--- config.mk ---
export PLATFORM = sky130hd
export DESIGN_NAME = turn_sched
export DESIGN_NICKNAME = d
export VERILOG_FILES = /design/src/rtl/turn_sched.sv
export SDC_FILE = /design/constraint.sdc
export NUM_CORES = 1
export LEC_CHECK = 0
export ABC_AREA = 1
export BUFFER_PORTS_ARGS = -buffer_cell sky130_fd_sc_hd__buf_2
export CAP_MARGIN = 20
export CORE_MARGIN = 10
export CORE_UTILIZATION = 30
export CTS_CLUSTER_DIAMETER = 80
export DETAILED_ROUTE_END_ITERATION = 8
export PLACE_DENSITY_LB_ADDON = 0.15
export REMOVE_ABC_BUFFERS = 1
export SKIP_CTS_REPAIR_TIMING = 1
export SKIP_LAST_GASP = 1
export SYNTH_ARGS = -nofsm -noshare
export SYNTH_HDL_FRONTEND = slang
export SYNTH_SLANG_ARGS = --single-unit
--- constraint.sdc ---
create_clock -name clk -period 3.85 [get_ports clk]
set_input_delay 0.77 -clock clk [delete_from_list [all_inputs] [get_ports clk]]
set_output_delay 0.77 -clock clk [all_outputs]
set_load 0.005 [all_outputs]
--- src/rtl/turn_sched.sv ---
`default_nettype none
// ============================================================================
// Module      : turn_sched
// Description : Two-player turn scheduler. Owns the shared button pad and
//               turns held buttons into rate-limited single-cycle step
//               strobes for the active player's position/aim registers.
//               Sequences the move window, the fire phase and the hand-off
//               between the two players.
// Ports       : clk, reset (async, active-high)
//               btn_left/btn_right/btn_aim_l/btn_aim_r/btn_fire - level buttons
//               shot_done     - projectile finished (1-cycle pulse)
//               p0_*/p1_*     - per-player step strobes (x and aim pairs)
//               active_player - player whose turn it is
//               fire_start    - 1-cycle pulse on the first FIRE cycle
//               state         - 00 IDLE, 01 MOVE, 10 FIRE, 11 SWITCH
//               time_left     - remaining move-window cycles
// Revision    : 1.0 - initial release
// ============================================================================
module turn_sched #(
    parameter int REPEAT_CYCLES = 8,
    parameter int TURN_CYCLES   = 200,
    parameter int FIRE_CYCLES   = 64
) (
    input  logic                               clk,
    input  logic                               reset,
    input  logic                               btn_left,
    input  logic                               btn_right,
    input  logic                               btn_aim_l,
    input  logic                               btn_aim_r,
    input  logic                               btn_fire,
    input  logic                               shot_done,
    output logic                               p0_left_x,
    output logic                               p0_right_x,
    output logic                               p0_left_aim,
    output logic                               p0_right_aim,
    output logic                               p1_left_x,
    output logic                               p1_right_x,
    output logic                               p1_left_aim,
    output logic                               p1_right_aim,
    output logic                               active_player,
    output logic                               fire_start,
    output logic [1:0]                         state,
    output logic [$clog2(TURN_CYCLES+1)-1:0]   time_left
);

    localparam int TL_W = $clog2(TURN_CYCLES + 1);
    localparam int RC_W = $clog2(REPEAT_CYCLES + 1);
    localparam int FC_W = $clog2(FIRE_CYCLES + 1);

    localparam logic [TL_W-1:0] c_turn_load = TL_W'(TURN_CYCLES);
    localparam logic [RC_W-1:0] c_rep_load  = RC_W'(REPEAT_CYCLES);
    localparam logic [FC_W-1:0] c_fire_load = FC_W'(FIRE_CYCLES);

    typedef enum logic [1:0] {
        ST_IDLE   = 2'b00,
        ST_MOVE   = 2'b01,
        ST_FIRE   = 2'b10,
        ST_SWITCH = 2'b11
    } state_t;

    // Button vector order: 0 left, 1 right, 2 aim_l, 3 aim_r, 4 fire
    logic [4:0]      w_btn;
    logic [4:0]      w_rise;
    logic [4:0]      r_hist;

    state_t          r_state,      w_state_next;
    logic            r_active,     w_active_next;
    logic [TL_W-1:0] r_time_left,  w_time_left_next;
    logic [FC_W-1:0] r_fire_cnt,   w_fire_cnt_next;
    logic            r_fire_start, w_fire_start_next;
    logic [RC_W-1:0] r_mv_cnt,     w_mv_cnt_next;
    logic [RC_W-1:0] r_aim_cnt,    w_aim_cnt_next;
    logic [3:0]      r_p0_strb,    w_p0_strb_next;
    logic [3:0]      r_p1_strb,    w_p1_strb_next;

    logic            w_run;
    logic [RC_W+1:0] w_mv_step;
    logic [RC_W+1:0] w_aim_step;
    logic [3:0]      w_strb;

    assign w_btn  = {btn_fire, btn_aim_r, btn_aim_l, btn_right, btn_left};
    assign w_rise = w_btn & ~r_hist;

    // One direction pair. Returns {strobe_a, strobe_b, next_count}.
    // A press counts as fresh when the button just rose or when the opposing
    // button was released while this one stayed held.
    function automatic logic [RC_W+1:0] pair_step(
        input logic            a,
        input logic            b,
        input logic            prev_a,
        input logic            prev_b,
        input logic [RC_W-1:0] cnt
    );
        logic            sa;
        logic            sb;
        logic [RC_W-1:0] nc;
        sa = 1'b0;
        sb = 1'b0;
        nc = '0;
        if (a && !b) begin
            if (!prev_a || prev_b) begin
                sa = 1'b1;
                nc = c_rep_load;
            end else if (cnt == RC_W'(1)) begin
                sa = 1'b1;
                nc = c_rep_load;
            end else if (cnt != '0) begin
                nc = cnt - RC_W'(1);
            end
        end else if (b && !a) begin
            if (!prev_b || prev_a) begin
                sb = 1'b1;
                nc = c_rep_load;
            end else if (cnt == RC_W'(1)) begin
                sb = 1'b1;
                nc = c_rep_load;
            end else if (cnt != '0) begin
                nc = cnt - RC_W'(1);
            end
        end
        return {sa, sb, nc};
    endfunction

    // ------------------------------------------------------------------------
    // Next-state and next-output logic
    // ------------------------------------------------------------------------
    always_comb begin
        w_state_next      = r_state;
        w_active_next     = r_active;
        w_time_left_next  = r_time_left;
        w_fire_cnt_next   = r_fire_cnt;
        w_fire_start_next = 1'b0;

        case (r_state)
            ST_IDLE: begin
                if (|w_rise) begin
                    w_state_next     = ST_MOVE;
                    w_time_left_next = c_turn_load;
                end
            end
            ST_MOVE: begin
                w_time_left_next = (r_time_left != '0) ? r_time_left - TL_W'(1) : '0;
                // Fire takes priority over window expiry in the same cycle
                if (w_rise[4]) begin
                    w_state_next      = ST_FIRE;
                    w_fire_start_next = 1'b1;
                    w_fire_cnt_next   = c_fire_load;
                end else if (r_time_left <= TL_W'(1)) begin
                    w_state_next = ST_SWITCH;
                end
            end
            ST_FIRE: begin
                if (shot_done || (r_fire_cnt <= FC_W'(1))) begin
                    w_state_next = ST_SWITCH;
                end else begin
                    w_fire_cnt_next = r_fire_cnt - FC_W'(1);
                end
            end
            ST_SWITCH: begin
                w_state_next     = ST_MOVE;
                w_active_next    = ~r_active;
                w_time_left_next = c_turn_load;
            end
            default: begin
                w_state_next = ST_IDLE;
            end
        endcase

        // Strobes only fire when MOVE continues into the next cycle, so no
        // strobe ever lands in a non-MOVE state and the IDLE start edge is
        // consumed without stepping.
        w_run      = (r_state == ST_MOVE) && (w_state_next == ST_MOVE);
        w_mv_step  = pair_step(btn_left, btn_right, r_hist[0], r_hist[1], r_mv_cnt);
        w_aim_step = pair_step(btn_aim_l, btn_aim_r, r_hist[2], r_hist[3], r_aim_cnt);

        if (w_run) begin
            w_strb         = {w_aim_step[RC_W], w_aim_step[RC_W+1],
                              w_mv_step[RC_W],  w_mv_step[RC_W+1]};
            w_mv_cnt_next  = w_mv_step[RC_W-1:0];
            w_aim_cnt_next = w_aim_step[RC_W-1:0];
        end else begin
            w_strb         = 4'b0000;
            w_mv_cnt_next  = '0;
            w_aim_cnt_next = '0;
        end

        w_p0_strb_next = r_active ? 4'b0000 : w_strb;
        w_p1_strb_next = r_active ? w_strb  : 4'b0000;
    end

    // ------------------------------------------------------------------------
    // State and output registers
    // ------------------------------------------------------------------------
    always_ff @(posedge clk or posedge reset) begin
        if (reset) begin
            r_state      <= ST_IDLE;
            r_active     <= 1'b0;
            r_time_left  <= '0;
            r_fire_cnt   <= '0;
            r_fire_start <= 1'b0;
            r_mv_cnt     <= '0;
            r_aim_cnt    <= '0;
            r_p0_strb    <= 4'b0000;
            r_p1_strb    <= 4'b0000;
            r_hist       <= 5'b00000;
        end else begin
            r_state      <= w_state_next;
            r_active     <= w_active_next;
            r_time_left  <= w_time_left_next;
            r_fire_cnt   <= w_fire_cnt_next;
            r_fire_start <= w_fire_start_next;
            r_mv_cnt     <= w_mv_cnt_next;
            r_aim_cnt    <= w_aim_cnt_next;
            r_p0_strb    <= w_p0_strb_next;
            r_p1_strb    <= w_p1_strb_next;
            r_hist       <= w_btn;
        end
    end

    assign {p0_right_aim, p0_left_aim, p0_right_x, p0_left_x} = r_p0_strb;
    assign {p1_right_aim, p1_left_aim, p1_right_x, p1_left_x} = r_p1_strb;
    assign active_player = r_active;
    assign fire_start    = r_fire_start;
    assign state         = r_state;
    assign time_left     = r_time_left;

endmodule
`default_nettype wire
# Word-level counts from Yosys, hierarchy flattened
# Cells that the tools add are included.
[totals] register_bits=40 in_bits=8 elab_cells=97
[op_classes] add_sub_neg=4 order_cmp=2 n_eq_ne=9 muxes=42 n_bitwise=3 reduce_logical=27
[ops] cell="2-to-1 mux 4 bit" count=17
[ops] cell="one-hot mux 8 bit (3 select lines)" count=1
[ops] cell="2-to-1 mux 8 bit" count=2
[ops] cell="2-to-1 mux 1 bit" count=14
[ops] cell="2-to-1 mux 7 bit" count=2
[ops] cell="one-hot mux 7 bit (2 select lines)" count=1
[ops] cell="equality test 4 x 1 -> 1 bit, second input constant" count=2
[ops] cell="less-or-equal comparator 8 x 1 -> 1 bit, second input constant" count=1
[ops] cell="zero test 1 bit" count=8
[ops] cell="2-to-1 mux 2 bit" count=4
[ops] cell="one-hot mux 2 bit (4 select lines)" count=1
[ops] cell="nonzero test 4 bit" count=2
[ops] cell="nonzero test 8 bit" count=1
[ops] cell="subtractor 4 x 1 -> 4 bit, second input constant" count=2
[ops] cell="subtractor 8 x 1 -> 8 bit, second input constant" count=1
[ops] cell="less-or-equal comparator 7 x 1 -> 1 bit, second input constant" count=1
[ops] cell="subtractor 7 x 1 -> 7 bit, second input constant" count=1
[ops] cell="!= test 2 bit, second input constant" count=3
[ops] cell="AND 5 bit" count=1
[ops] cell="logical AND 1 bit" count=5
[ops] cell="logical OR 1 bit" count=5
[ops] cell="NOT 5 bit" count=1
[ops] cell="OR reduction 5 bit" count=1
[ops] cell="equality test 2 x 1 -> 1 bit, second input constant" count=2
[ops] cell="7 further kinds" count=8

# Longest topological paths before layout
[depth] depth_word=9 ltp_mapped=9 mapped_depth_nobuf=9

# Worst setup path before layout
# OpenSTA, ideal clock, no wires.
[synth_path] kind="input port to flip-flop" startpoint="input btn_fire" endpoint="register r_time_left[3] (netlist: time_left[3])" setup_time_ns=0.119 t_arrival_ns=1.441 required_time_ns=3.731 slack_ns=2.290 cell_stages=5 path_cell_list="nand2_2 > nand3_1 > o21ai_2 > nand2_1 > and2_1"
[synth_via] elab_chain_cells=4
[synth_rtl] element="start: declaration" line_no="30" source="input logic btn_fire,"
[synth_rtl] element="AND 5 bit" line_no="82" source="assign w_rise = w_btn & ~r_hist;"
[synth_rtl] element="OR reduction 5 bit" line_no="136" source="if (|w_rise) begin"
[synth_rtl] element="!= test 2 bit (no line)"
[synth_rtl] element="AND reduction 2 bit (no line)"
[synth_rtl] element="end signal: assignment" line_no="209" source="r_time_left <= w_time_left_next;"
[synth_rtl] element="end: declaration" line_no="68" source="logic [TL_W-1:0] r_time_left, w_time_left_next;"
# Every way passes these cells.
# A chain may end at the register's enable or synchronous reset.

# Worst setup path in the final report
[layout_path] startpoint="register r_time_left[0] (netlist: time_left[0])" endpoint="register r_mv_cnt[0]"
[layout_via] elab_chain_cells=7
[layout_rtl] element="less-or-equal comparator 8 x 1 -> 1 bit" line_no="148" source="end else if (r_time_left <= TL_W'(1)) begin"
[layout_rtl] element="2-to-1 mux 2 bit" line_no="148"
[layout_rtl] element="2-to-1 mux 2 bit" line_no="144" source="if (w_rise[4]) begin"
[layout_rtl] element="one-hot mux 2 bit (4 select lines)" line_no="134" source="case (r_state)"
[layout_rtl] element="equality test 2 x 1 -> 1 bit" line_no="172" source="w_run = (r_state == ST_MOVE) && (w_state_next == ST_MOVE);"
[layout_rtl] element="logical AND 1 bit" line_no="172"
[layout_rtl] element="2-to-1 mux 4 bit" line_no="176" source="if (w_run) begin"
[layout_rtl] element="via w_mv_cnt_next[0]" line_no="71" source="logic [RC_W-1:0] r_mv_cnt, w_mv_cnt_next;"
[layout_rtl] element="end signal: assignment" line_no="212" source="r_mv_cnt <= w_mv_cnt_next;"
[layout_rtl] element="end: declaration" line_no="71"
# The timed path passes the listed nets, and every way through them passes these cells.

==> run_results.csv <==
group,metric,value,unit
run_status,status,"complete, no violations",
die,num_rows,30,
worst_setup_path,startpoint,"time_left[0]",
synth,avgSynthCellArea,7.78,µm²
worst_setup_path,r2r-end,"r_mv_cnt[0]",
timing,slew_headroom,0.522,
timing,period_minus_slack,1720,ps
die,start_util,0.307,
timing,worst_pin_slew,716,ps
placement,dpl_cell_area,0.00235,mm²
min_path,worstHoldEndpoint,"r_aim_cnt[0]",
global_route,grt_pass1_vias,1688,
drt,first_pass_iters,4,
die,die_area,0.0107,mm²
synth,ys_types,27,
clocking,cts_inserted_buffers,5,
clocking,clk_latency,290,ps
worst_setup_path,ff2ff_path_depth,8,
worst_setup_path,critPathLaunchType,"register",
global_route,antenna_found_initial,0,
worst_setup_path,timing.rr.start,"time_left[0]",
clocking,clk_pin_slew_worst_paths,90,ps
final_layout,area_growth,16.5,%
synth,yosysWarnings,0,
timing,setup_tns,0,ps
drt,ant_nets,0,
timing,layout_setup_ws,2130,ps
final_layout,fin_area,0.00243,mm²
drt,drc,0,
clocking,clockBufferDepth,2,
power,power_leakage,1.29,nW
timing,hold_viol,0,
clocking,root_buffer,"clkbuf_8",
placement,hpwl,3510,µm
min_path,hp-start,"r_aim_cnt[0]",
synth,syn_inst,268,
synth,ys.flop_type,"dfrtp_1",
timing,period_share,0.447,
worst_setup_path,critPathRequiredTime,4070,ps
global_route,grt-ovfl-total,0,
timing,finalMaxSlewViolations,0,
die,die_h,103,µm
placement,port_buffers,27,
die,ios,28,
clocking,clock_sinks,40,
die,die_width,103,µm
synth,ys_seq_area_frac,0.480,
timing,rsz0062_at_grt,"no",
placement,pre_cts_slack,2000,ps
die,coreArea,0.00679,mm²
worst_setup_path,r2r_slack,2130,ps
worst_setup_path,path_max_fanout,8,
timing,fmax,0.582,GHz
global_route,grt_max_degree,24,
timing,skew,7.54,ps
synth,synth_async_sr_flop_share,1.00,
synth,synth_edf_count,0,
clocking,cts_tree,"built",
final_layout,diodes,0,
power,power,0.00133,W
min_path,min_path_type,"reg2reg",
worst_setup_path,worstSetupPathType,"reg2reg",
drt,drt-initial-drc-count,47,
power,peakVddDrop,0.279,mV
global_route,grt_pass1_wl,8050,µm
min_path,min_path_cells,1,
synth,ys_ff_latch,40,
placement,place.gp.congestion,0.776,
drt,viasPerCell,4.31,
power,power_density,545,mW/mm²
drt,wl_per_cell,11.7,µm
worst_setup_path,cp-end-kind,"register",
synth,synthesis.area,0.00209,mm²
job,maxCapViolCount,0,
worst_setup_path,crit_arrival,1940,ps
final_layout,fin_nets,316,
drt,vias,1718,
final_layout,drive_above_1_share,0.162,
timing,finalSetupViolations,0,
drt,routed_wl,4670,µm
global_route,grt_usage,0.0947,
clocking,htreeDepth,2,
[area by class of cell]
| cell class | instances | area [µm²] |
|---|---|---|
| clock buffers | 5 | 68.8 |
| repair buffers | 28 | 143 |
| flip-flops and latches | 40 | 1000 |
| fillers | 726 | 4360 |
| multi-input cells | 187 | 931 |
| clock inverters | 2 | 12.5 |
| well taps | 96 | 120 |
| inverters | 41 | 154 |
[worst max-delay path by stage]
| stage | end | slack [ps] | depth (start not counted) |
|---|---|---|---|
| 6_report | r_mv_cnt[0] | 2130 | 8 |
| 5_1_grt | r_mv_cnt[0] | 1920 | 8 |
| 4_1_cts | r_mv_cnt[0] | 2080 | 8 |
| 3_5_place_dp | time_left[3] | 2000 | 6 |
| 3_3_place_gp | time_left[3] | 2030 | 6 |
| 2_1_floorplan | active_player | 2160 | 1 |
[synth_stat cells (all sizes together) (2+ instances only)]
cell type	count	area share
nand2	75	0.14
nor2	44	0.085
inv	41	0.074
dfrtp	40	0.48
nand3	20	0.062
o21ai	14	0.035
nor3	6	0.014
a21oi	5	0.012
ha	5	0.030
xor2	5	0.021
nand4	3	0.0090
a21boi	2	0.0072
xnor2	2	0.0084
[report_power, final]
| group | switching [W] | leakage (nW) | internal (W) | total, W |
|---|---|---|---|---|
| clock network | 0.000153 | 0.0400 | 0.000123 | 0.000276 |
| registers | 0.0000841 | 0.514 | 0.000494 | 0.000578 |
| logic | 0.000287 | 0.739 | 0.000184 | 0.000471 |
[flip-flops by register name, summed over array words and instances, names as in the netlist]
register       flops
r_mv_cnt           4
r_fire_cnt         7
r_hist             5
state              2
r_p1_strb          4
r_aim_cnt          4
active_player      1
r_p0_strb          4
time_left          8
fire_start         1
[metrics by stage]
stage | std cells | hold slack, ps | util
2_1_floorplan | 268 | 456 | -
3_3_place_gp | 392 | 482 | 0.346
3_5_place_dp | 392 | 481 | 0.346
4_1_cts | 399 | 493 | 0.358
5_1_grt | 399 | 509 | 0.358
6_report | 399 | 493 | 0.358
[per-layer routing]
layer	vias up	GRT usage	wire length, µm
li1	898	-	-
met1	791	0.117	2270
met2	27	0.159	2170
met3	2	0.0239	202
met4	0	0.0257	27
met5	-	0	0
[cell families after synthesis]
| family | Yosys count | share of synthesized area |
|---|---|---|
| AO/OA/AOI/OAI | 24 | 0.0654 |
| XOR/XNOR | 7 | 0.0294 |
| adder cells (fa/ha/maj) | 5 | 0.0300 |
| buffers and inverters | 41 | 0.0738 |
| flip-flops | 40 | 0.480 |
| AND/OR/NAND/NOR | 151 | 0.322 |
[layout by cell type, fill, tap and decap left out, types with 6 or more instances in the layout]
| cell | count |
|---|---|
| buf_2 | 27 |
| dfrtp_1 | 40 |
| inv_1 | 37 |
| nand2_1 | 72 |
| nand3_1 | 17 |
| nor2_1 | 41 |
| nor3_1 | 6 |
| o21ai_0 | 13 |
[worst max-delay path, cell delays in order (launching register included)]
cell and delay, ps:
dfrtp_1 430, inv_1 110, ha_1 290, or2_0 270
nand3_2 120, nand3_4 120, inv_2 110, nand2_1 90
nor2_1 100
Power figures use the tool's default switching activity.
